**config.mk**
```make
export PLATFORM = sky130hd
export DESIGN_NAME = fft_mag_peak_flat
export DESIGN_NICKNAME = d
export VERILOG_FILES = /design/src/rtl/fft_mag_peak_if.sv /design/src/rtl/fft_mag_peak.sv /design/src/flat_wrapper.sv
export SDC_FILE = /design/constraint.sdc
export NUM_CORES = 1
export LEC_CHECK = 0
export BUFFER_PORTS_ARGS = -buffer_cell sky130_fd_sc_hd__buf_2
export CAP_MARGIN = 20
export CORE_MARGIN = 3
export CORE_UTILIZATION = 50
export CTS_CLUSTER_SIZE = 8
export DETAILED_ROUTE_END_ITERATION = 7
export GPL_TIMING_DRIVEN = 1
export HOLD_SLACK_MARGIN = 0.08
export PLACE_DENSITY = 0.76
export SYNTH_ARGS = -nofsm -noshare
export SYNTH_HDL_FRONTEND = slang
export SYNTH_SLANG_ARGS = --single-unit
```
**constraint.sdc**
```tcl
create_clock -name clk -period 4.62 [get_ports clk]
set_input_delay 0.924 -clock clk [delete_from_list [all_inputs] [get_ports clk]]
set_output_delay 0.924 -clock clk [all_outputs]
set_load 0.005 [all_outputs]
```
**src/rtl/fft_mag_peak_if.sv**
```systemverilog
// Bin stream in, magnitude stream and frame peak out, for fft_mag_peak.
//   master : FFT side; drives next/X_re/X_im and observes the results.
//   slave  : fft_mag_peak side; drives next_out, mag*, peak*, frame_err.
interface fft_mag_peak_if #(
   parameter int unsigned DATA_W   = 12,
   parameter int unsigned N_POINTS = 64
);
   localparam int unsigned BIN_W = $clog2(N_POINTS);

   logic                     next;
   logic signed [DATA_W-1:0] X_re;
   logic signed [DATA_W-1:0] X_im;
   logic                     next_out;
   logic                     mag_valid;
   logic [DATA_W-1:0]        mag;
   logic [BIN_W-1:0]         mag_bin;
   logic                     peak_valid;
   logic [BIN_W-1:0]         peak_bin;
   logic [DATA_W-1:0]        peak_mag;
   logic                     frame_err;

   modport master (
      output next, X_re, X_im,
      input  next_out, mag_valid, mag, mag_bin, peak_valid, peak_bin, peak_mag, frame_err
   );

   modport slave (
      input  next, X_re, X_im,
      output next_out, mag_valid, mag, mag_bin, peak_valid, peak_bin, peak_mag, frame_err
   );
endinterface

```
**src/rtl/fft_mag_peak.sv**
```systemverilog
// Streaming FFT magnitude post-processor with per-frame peak search.
// Ports:
//   clk, reset : clock, synchronous active-high reset
//   bus        : fft_mag_peak_if slave; next/X_re/X_im in, magnitude stream
//                (next_out, mag_valid, mag, mag_bin), frame peak
//                (peak_valid, peak_bin, peak_mag) and frame_err out.
// Bins are accepted one per cycle after a `next` pulse; mag appears 3 cycles
// after a bin is accepted.
module fft_mag_peak #(
   parameter int unsigned DATA_W        = 12,
   parameter int unsigned N_POINTS      = 64,
   parameter int unsigned MAG_MODE      = 0,
   parameter int unsigned SKIP_DC       = 1,
   parameter int unsigned HALF_SPECTRUM = 1
) (
   input  logic          clk,
   input  logic          reset,
   fft_mag_peak_if.slave bus
);
   localparam int unsigned BIN_W = $clog2(N_POINTS);
   localparam int unsigned AW    = DATA_W - 1;
   localparam logic [BIN_W-1:0] LAST_BIN = BIN_W'(N_POINTS - 1);

   localparam logic [0:0] S_IDLE   = 1'b0;
   localparam logic [0:0] S_ACTIVE = 1'b1;

   // |x| with the most-negative code saturated to the largest positive value
   function automatic logic [AW-1:0] sat_abs(input logic [DATA_W-1:0] x);
      logic [DATA_W-1:0] neg;
      neg = -x;
      if (!x[DATA_W-1])       sat_abs = x[AW-1:0];
      else if (neg[DATA_W-1]) sat_abs = {AW{1'b1}};
      else                    sat_abs = neg[AW-1:0];
   endfunction

   logic [0:0]        state_q, state_d;
   logic [BIN_W-1:0]  cnt_q, cnt_d;
   logic              abort_c, accept_c;
   logic              v1_q, v1_d, v2_q, v2_d;
   logic [BIN_W-1:0]  bin1_q, bin1_d, bin2_q, bin2_d;
   logic [AW-1:0]     are1_q, are1_d, aim1_q, aim1_d;
   logic [DATA_W-1:0] mag_c;
   logic              nx1_q, nx1_d, nx2_q, nx2_d;
   logic              next_out_q, next_out_d, frame_err_q, frame_err_d;
   logic              mag_valid_q, mag_valid_d;
   logic [DATA_W-1:0] mag_q, mag_d;
   logic [BIN_W-1:0]  mag_bin_q, mag_bin_d;
   logic              have_q, have_d, elig_c, take_c;
   logic [BIN_W-1:0]  run_bin_q, run_bin_d;
   logic [DATA_W-1:0] run_mag_q, run_mag_d;
   logic              peak_valid_q, peak_valid_d;
   logic [BIN_W-1:0]  peak_bin_q, peak_bin_d;
   logic [DATA_W-1:0] peak_mag_q, peak_mag_d;

   // Input FSM: any `next` (re)starts a frame at bin 0
   always_comb begin
      state_d = state_q;
      cnt_d   = cnt_q;
      abort_c = 1'b0;
      case (state_q)
         S_IDLE: begin
            if (bus.next) begin
               state_d = S_ACTIVE;
               cnt_d   = '0;
            end
         end
         default: begin
            if (bus.next) begin
               cnt_d   = '0;
               abort_c = (cnt_q != LAST_BIN);
            end else if (cnt_q == LAST_BIN) begin
               state_d = S_IDLE;
               cnt_d   = '0;
            end else begin
               cnt_d = cnt_q + 1'b1;
            end
         end
      endcase
   end

   assign accept_c = (state_q == S_ACTIVE);

   // Stage 1 (abs), stage-2 sideband, output stage and next_out delay line.
   // Idle slots carry zeros so mag/mag_bin read 0 when mag_valid is low.
   always_comb begin
      v1_d        = accept_c;
      bin1_d      = accept_c ? cnt_q : '0;
      are1_d      = accept_c ? sat_abs(bus.X_re) : '0;
      aim1_d      = accept_c ? sat_abs(bus.X_im) : '0;
      v2_d        = v1_q;
      bin2_d      = bin1_q;
      mag_valid_d = v2_q;
      mag_bin_d   = bin2_q;
      mag_d       = mag_c;
      nx1_d       = bus.next;
      nx2_d       = nx1_q;
      next_out_d  = nx2_q;
      frame_err_d = abort_c;
   end

   if (MAG_MODE == 0) begin : g_abm
      // max + 0.375*min approximation of sqrt(re^2 + im^2)
      logic [AW-1:0] hi_q, hi_d, lo_q, lo_d;
      always_comb begin
         hi_d = (are1_q >= aim1_q) ? are1_q : aim1_q;
         lo_d = (are1_q >= aim1_q) ? aim1_q : are1_q;
      end
      always_ff @(posedge clk) begin
         if (reset) begin
            hi_q <= '0;
            lo_q <= '0;
         end else begin
            hi_q <= hi_d;
            lo_q <= lo_d;
         end
      end
      assign mag_c = DATA_W'(hi_q) + DATA_W'(lo_q >> 2) + DATA_W'(lo_q >> 3);
   end else begin : g_pow
      // Power scaled back into DATA_W bits
      localparam int unsigned SQ_W = 2 * DATA_W - 2;
      logic [SQ_W-1:0] sre_q, sre_d, sim_q, sim_d;
      logic [SQ_W:0]   sum_c;
      always_comb begin
         sre_d = SQ_W'(are1_q) * SQ_W'(are1_q);
         sim_d = SQ_W'(aim1_q) * SQ_W'(aim1_q);
      end
      always_ff @(posedge clk) begin
         if (reset) begin
            sre_q <= '0;
            sim_q <= '0;
         end else begin
            sre_q <= sre_d;
            sim_q <= sim_d;
         end
      end
      assign sum_c = (SQ_W + 1)'(sre_q) + (SQ_W + 1)'(sim_q);
      assign mag_c = DATA_W'(sum_c >> (DATA_W - 1));
   end

   // Peak tracker on the output stream; a bin-0 sample opens a new frame,
   // which also drops whatever an aborted frame had collected.
   always_comb begin
      have_d       = have_q;
      run_bin_d    = run_bin_q;
      run_mag_d    = run_mag_q;
      peak_valid_d = 1'b0;
      peak_bin_d   = peak_bin_q;
      peak_mag_d   = peak_mag_q;
      elig_c = mag_valid_q
             && !((SKIP_DC != 0) && (mag_bin_q == '0))
             && !((HALF_SPECTRUM != 0) && mag_bin_q[BIN_W-1]);
      take_c = elig_c && (!(have_q && (mag_bin_q != '0)) || (mag_q > run_mag_q));
      if (mag_valid_q && (mag_bin_q == '0)) have_d = 1'b0;
      if (take_c) begin
         have_d    = 1'b1;
         run_bin_d = mag_bin_q;
         run_mag_d = mag_q;
      end
      if (mag_valid_q && (mag_bin_q == LAST_BIN)) begin
         peak_valid_d = 1'b1;
         peak_bin_d   = run_bin_d;
         peak_mag_d   = run_mag_d;
      end
   end

   always_ff @(posedge clk) begin
      if (reset) begin
         state_q      <= S_IDLE;
         cnt_q        <= '0;
         v1_q         <= 1'b0;
         v2_q         <= 1'b0;
         bin1_q       <= '0;
         bin2_q       <= '0;
         are1_q       <= '0;
         aim1_q       <= '0;
         nx1_q        <= 1'b0;
         nx2_q        <= 1'b0;
         next_out_q   <= 1'b0;
         frame_err_q  <= 1'b0;
         mag_valid_q  <= 1'b0;
         mag_q        <= '0;
         mag_bin_q    <= '0;
         have_q       <= 1'b0;
         run_bin_q    <= '0;
         run_mag_q    <= '0;
         peak_valid_q <= 1'b0;
         peak_bin_q   <= '0;
         peak_mag_q   <= '0;
      end else begin
         state_q      <= state_d;
         cnt_q        <= cnt_d;
         v1_q         <= v1_d;
         v2_q         <= v2_d;
         bin1_q       <= bin1_d;
         bin2_q       <= bin2_d;
         are1_q       <= are1_d;
         aim1_q       <= aim1_d;
         nx1_q        <= nx1_d;
         nx2_q        <= nx2_d;
         next_out_q   <= next_out_d;
         frame_err_q  <= frame_err_d;
         mag_valid_q  <= mag_valid_d;
         mag_q        <= mag_d;
         mag_bin_q    <= mag_bin_d;
         have_q       <= have_d;
         run_bin_q    <= run_bin_d;
         run_mag_q    <= run_mag_d;
         peak_valid_q <= peak_valid_d;
         peak_bin_q   <= peak_bin_d;
         peak_mag_q   <= peak_mag_d;
      end
   end

   assign bus.next_out   = next_out_q;
   assign bus.mag_valid  = mag_valid_q;
   assign bus.mag        = mag_q;
   assign bus.mag_bin    = mag_bin_q;
   assign bus.peak_valid = peak_valid_q;
   assign bus.peak_bin   = peak_bin_q;
   assign bus.peak_mag   = peak_mag_q;
   assign bus.frame_err  = frame_err_q;
endmodule

```
**src/flat_wrapper.sv**
```systemverilog
// flat-port wrapper written by rule: the top's interface ports become plain ports
module fft_mag_peak_flat 
#(
   parameter int unsigned DATA_W        = 12,
   parameter int unsigned N_POINTS      = 64,
   parameter int unsigned MAG_MODE      = 0,
   parameter int unsigned SKIP_DC       = 1,
   parameter int unsigned HALF_SPECTRUM = 1
)
  (clk, reset, bus_next, bus_X_re, bus_X_im, bus_next_out, bus_mag_valid, bus_mag, bus_mag_bin, bus_peak_valid, bus_peak_bin, bus_peak_mag, bus_frame_err);
  fft_mag_peak_if #(.DATA_W(DATA_W), .N_POINTS(N_POINTS)) bus_i ();
  input  logic clk;
  input  logic reset;
  input wire logic [$bits(bus_i.next)-1:0] bus_next;
  input wire logic [$bits(bus_i.X_re)-1:0] bus_X_re;
  input wire logic [$bits(bus_i.X_im)-1:0] bus_X_im;
  output wire logic [$bits(bus_i.next_out)-1:0] bus_next_out;
  output wire logic [$bits(bus_i.mag_valid)-1:0] bus_mag_valid;
  output wire logic [$bits(bus_i.mag)-1:0] bus_mag;
  output wire logic [$bits(bus_i.mag_bin)-1:0] bus_mag_bin;
  output wire logic [$bits(bus_i.peak_valid)-1:0] bus_peak_valid;
  output wire logic [$bits(bus_i.peak_bin)-1:0] bus_peak_bin;
  output wire logic [$bits(bus_i.peak_mag)-1:0] bus_peak_mag;
  output wire logic [$bits(bus_i.frame_err)-1:0] bus_frame_err;
  assign bus_i.next = bus_next;
  assign bus_i.X_re = bus_X_re;
  assign bus_i.X_im = bus_X_im;
  assign bus_next_out = bus_i.next_out;
  assign bus_mag_valid = bus_i.mag_valid;
  assign bus_mag = bus_i.mag;
  assign bus_mag_bin = bus_i.mag_bin;
  assign bus_peak_valid = bus_i.peak_valid;
  assign bus_peak_bin = bus_i.peak_bin;
  assign bus_peak_mag = bus_i.peak_mag;
  assign bus_frame_err = bus_i.frame_err;
  fft_mag_peak #(.DATA_W(DATA_W), .N_POINTS(N_POINTS), .MAG_MODE(MAG_MODE), .SKIP_DC(SKIP_DC), .HALF_SPECTRUM(HALF_SPECTRUM)) u_core (.clk(clk), .reset(reset), .bus(bus_i));
endmodule
```
# Word-level counts from Yosys, hierarchy flattened
# Index checks and enable logic that the tools add are counted.
[op_classes] bitwise_logic=2 addsub=5 n_mux=19 n_lt_le_gt_ge=2 eq_ne=3 reduce_logical=16
[ops] op="2-to-1 mux 11 bit" count=6
[ops] op="2-to-1 mux 6 bit" count=5
[ops] op="negator 12 bit" count=2
[ops] op="adder 11 x 9 -> 12 bit" count=1
[ops] op="adder 12 x 8 -> 12 bit" count=1
[ops] op="equality test 6 bit (second input constant)" count=2
[ops] op="greater-than comparator 12 bit" count=1
[ops] op="2-to-1 mux 12 bit" count=1
[ops] op=">= comparator 11 bit" count=1
[ops] op="2-to-1 mux 1 bit" count=7
[ops] op="adder 6 x 1 -> 6 bit (second input constant)" count=1
[ops] op="logical AND 1 bit" count=6
[ops] op="zero test 6 bit" count=1
[ops] op="!= test 6 bit (second input constant)" count=1
[ops] op="nonzero test 6 bit" count=1
[ops] op="nonzero test 2 bit" count=2
[ops] op="zero test 1 bit" count=3
[ops] op="OR reduction 3 bit" count=1
[ops] op="inverter 1 bit" count=2
[ops] op="OR reduction 2 bit" count=1
[ops] op="logical OR 1 bit" count=1
[word_totals] out_inout_bits=40 word_cells=70 inputBits=27 ff_bits=126

# Longest topological paths before layout
[depth] ltp_word=6 mapped_depth=10 ltp_nobuf=10

# Least setup slack after synthesis
# OpenSTA, ideal clock, no wires.
[synth_path] kind="register to register" start="register u_core.g_abm.lo_q[4]" end="register u_core.mag_q[7], in the netlist u_core.bus.mag[7]" arrival_time_ns=2.259 period_less_slack_ns=2.400 path_slack_ns=2.220 stages_incl_launch_ff=9 required_ns=4.479 cell_sequence="dfxtp_1 > fa_1 > ha_1 > fa_1 > a21o_1 > a21o_1 > a21oi_1 > mux2i_1 > o311ai_0"
[synth_between] elab_chain_len=2
[synth_lines] item="from (decl)" line="fft_mag_peak.sv:103" source="logic [AW-1:0] hi_q, hi_d, lo_q, lo_d;"
[synth_lines] item="from (signal assigned)" line="fft_mag_peak.sv:114" source="lo_q <= lo_d;"
[synth_lines] item="adder 11 x 9 -> 12 bit" line="fft_mag_peak.sv:117" source="assign mag_c = DATA_W'(hi_q) + DATA_W'(lo_q >> 2) + DATA_W'(lo_q >> 3);"
[synth_lines] item="adder 12 x 8 -> 12 bit (*)" line="fft_mag_peak.sv:117"
[synth_lines] item="to (signal assigned)" line="fft_mag_peak.sv:203" source="mag_q <= mag_d;"
[synth_lines] item="to (decl)" line="fft_mag_peak.sv:46" source="logic [DATA_W-1:0] mag_q, mag_d;"
# Mark *: on every way between the ends. The rest lies on a longest branch, timed or not.
# A chain may end at the register's enable or synchronous reset.

# Final worst setup path
[layout_path] start="input port reset" end="register u_core.frame_err_q, in the netlist u_core.bus.frame_err"
[layout_between] elab_chain_len=1
[layout_lines] item="from (decl)" line="flat_wrapper.sv:13" source="input logic reset;"
[layout_lines] item="OR reduction 3 bit (no source line)"
[layout_lines] item="to (signal assigned)" line="fft_mag_peak.sv:201" source="frame_err_q <= frame_err_d;"
[layout_lines] item="to (decl)" line="fft_mag_peak.sv:44" source="logic next_out_q, next_out_d, frame_err_q, frame_err_d;"
# No other way between the ends.

==> results.cfg <==
[drt]
drtIter0Drc = 213
vias = 4781
drc = 0
avgViaCountPerCell = 5.719
wl_per_cell_um = 14.74
drtPass1Iterations = 4
detail-route-antenna-nets = 0
wirelength_mm = 12.32

[clocking]
clkTransAtPathRegs_ns = 0.06
clock_latency_ns = 0.41
cts_setup_buffers = 0
clock-sinks = 124
root_buffer = clkbuf_16
cts_tree = built
holdBufCountCts = 0
ctsHtreeMaxLevel = 4
cts_buffers = 17
clock_path_buffers = 2
cts_resized = 0

[setup_path]
worstPathArrival_ns = 3.05
crit_buf_inv = 4
crit_family = buffers and inverters
cp_data_required_time_ns = 4.92
worstSetupPathDepth = 6
start_kind = input port
max_stage_delay_ns = 0.60
crit_type = in -> reg
worstRegToRegCells = 8
critical_path.cell_chain = buf_2 -> buf_4 -> clkinv_1 -> nand2_1 -> inv_1 -> and3_1
crit_path_top_delay_cell = nand2_1
crit_path_end_kind = flip-flop
path_max_fanout = 52

[cells_and_area]
diodes = 0
fillCellCount = 905
area_growth_pct = 17.59
stdcell_area_um2 = 6899
layout-drive-gt1-share_pct = 15.95
final_nets = 755
utilization_pct = 61.75

[yosys]
synthCells = 627
syn_nets = 699
synth_top_cell_by_area = dfxtp_1
yosysMostFrequentCell = dfxtp_1
netlist_area_um2 = 5867
ys_seq_elements = 124
synth_area_leaders = dfxtp_1, ha_1, nor2b_1
seq_area_frac_synth_pct = 42.31
async_flop_share_pct = 0
yosysTopAreaCellShare_pct = 42.31
synthDistinctLibCells = 54
synthFlopType = dfxtp_1
synthTopCellsByCount = dfxtp_1, nand2_1, nor2b_1
syn_avg_cell_area_um2 = 9.357
ys_warn_count = 0
synth-edff-count = 0

[timing]
tns_ns = 0
finalHoldViolCount = 0
fin_crit_ns = 2.747
slew_headroom_pct = 38.39
fmax_mhz = 364.1
whs_ns = 0.4350
finClkSkew_ns = 0.01213
worstMarginPinSlew_ns = 0.9242
rsz0062_at_grt = false
period_share_pct = 59.46
slew_violations = 0
setup_viol = 0

[power]
finalPower_uw = 2847
leakage_uw = 0.002952
p_per_area_nw_per_um2 = 412.7
peakVddDrop_mv = 0.2869

[placement]
portBuffers = 66
dp_hpwl_mm = 8.775
placed_area_um2 = 6269
gp_congestion = 0.8419

[floorplan]
fp.dieW_um = 114.3
start_util_pct = 52.51
placementRows = 38
dieHeight_um = 114.3
fp.coreArea_um2 = 11170
dieArea_um2 = 13070
io_pins = 67

[global_routing]
grt-ovfl-total = 0
grt_max_degree = 53
grt_pass1_wl_mm = 21.20
first_global_vias = 4749
antenna_found_initial = 0
grt_use_total_pct = 19.72

[run]
drv_cap = 0

[hold_path]
hold_path.class = reg -> reg
holdPathStages = 1

[run_status]
outcome = complete, no violations
[area by class of cell]
type	count	area [µm²]	area share [%]
multi-input cells	428	3100	44.94
flip-flops and latches	124	2482	35.98
repair buffers	72	382.9	5.550
clock inverters	13	165.2	2.394
well taps	140	175.2	2.539
inverters	40	150.1	2.176
clock buffers	19	442.9	6.420
[logic make-up (layout without fill, tap and decap cells)]
logic type               after synthesis  count (layout)  share of synthesized area [%]
AO/OA/AOI/OAI                        138             138                          16.38
buffers and inverters                 75             144                          4.841
AND/OR/NAND/NOR                      202             202                          18.75
adder cells (fa/ha/maj)               45              45                          10.75
multiplexers                          24              24                          4.137
flip-flops                           124             124                          42.31
XOR/XNOR                              19              19                          2.836
[cells in the final DEF (no fill, tap or decap), types with 9 or more instances in the layout]
cell	instances
a21oi_1	35
a22o_1	17
buf_2	66
clkbuf_16	17
dfxtp_1	124
fa_1	9
ha_1	36
inv_1	39
mux2i_1	22
nand2_1	65
nor2_1	27
nor2b_1	41
o211ai_1	18
o21ai_0	18
o311ai_0	18
or4_1	18
xor2_1	13
[layer usage]
| layer | vias to the layer above | share of wire [%] | track usage [%] |
|---|---|---|---|
| met2 | 157 | 50 | 35.32 |
| met3 | 26 | 5.4 | 4.863 |
| met5 | - | 0 | 0 |
| li1 | 2350 | - | - |
| met1 | 2248 | 42 | 22.57 |
| met4 | 0 | 1.9 | 7.522 |
[state kept, by name (all words and copies together), names as in the netlist, 9 cells and up]
| register | flops |
|---|---|
| u_core.g_abm.lo_q | 9 |
| u_core.bus.peak_mag | 12 |
| u_core.run_mag_q | 12 |
| u_core.bus.mag | 12 |
| u_core.aim1_q | 11 |
| u_core.are1_q | 11 |
| u_core.g_abm.hi_q | 11 |
[where the power goes]
group	internal (µW)	switching (µW)	total [µW]
Clock	864	477	1340
Combinational	139	231	370
Sequential	1110	28.7	1140
Total	2110	737	2850
[stage by stage]
step / std cells / setup WS, ns
final: 836 / 1.873
after global routing: 836 / 1.623
after CTS: 834 / 1.889
after detailed placement: 802 / 1.460
after global placement: 802 / 1.592
after floorplan: 627 / 2.220
[path summary, 6_finish.rpt]
path                   startpoint              endpoint  slack, ns
max                         reset  u_core.bus.frame_err       1.87
min              u_core.bin1_q[2]      u_core.bin2_q[2]       0.43
max reg2reg  u_core.g_abm.lo_q[4]     u_core.bus.mag[7]       2.02
min reg2reg      u_core.bin1_q[2]      u_core.bin2_q[2]       0.43
No activity file was read; power rests on OpenSTA's default activity.
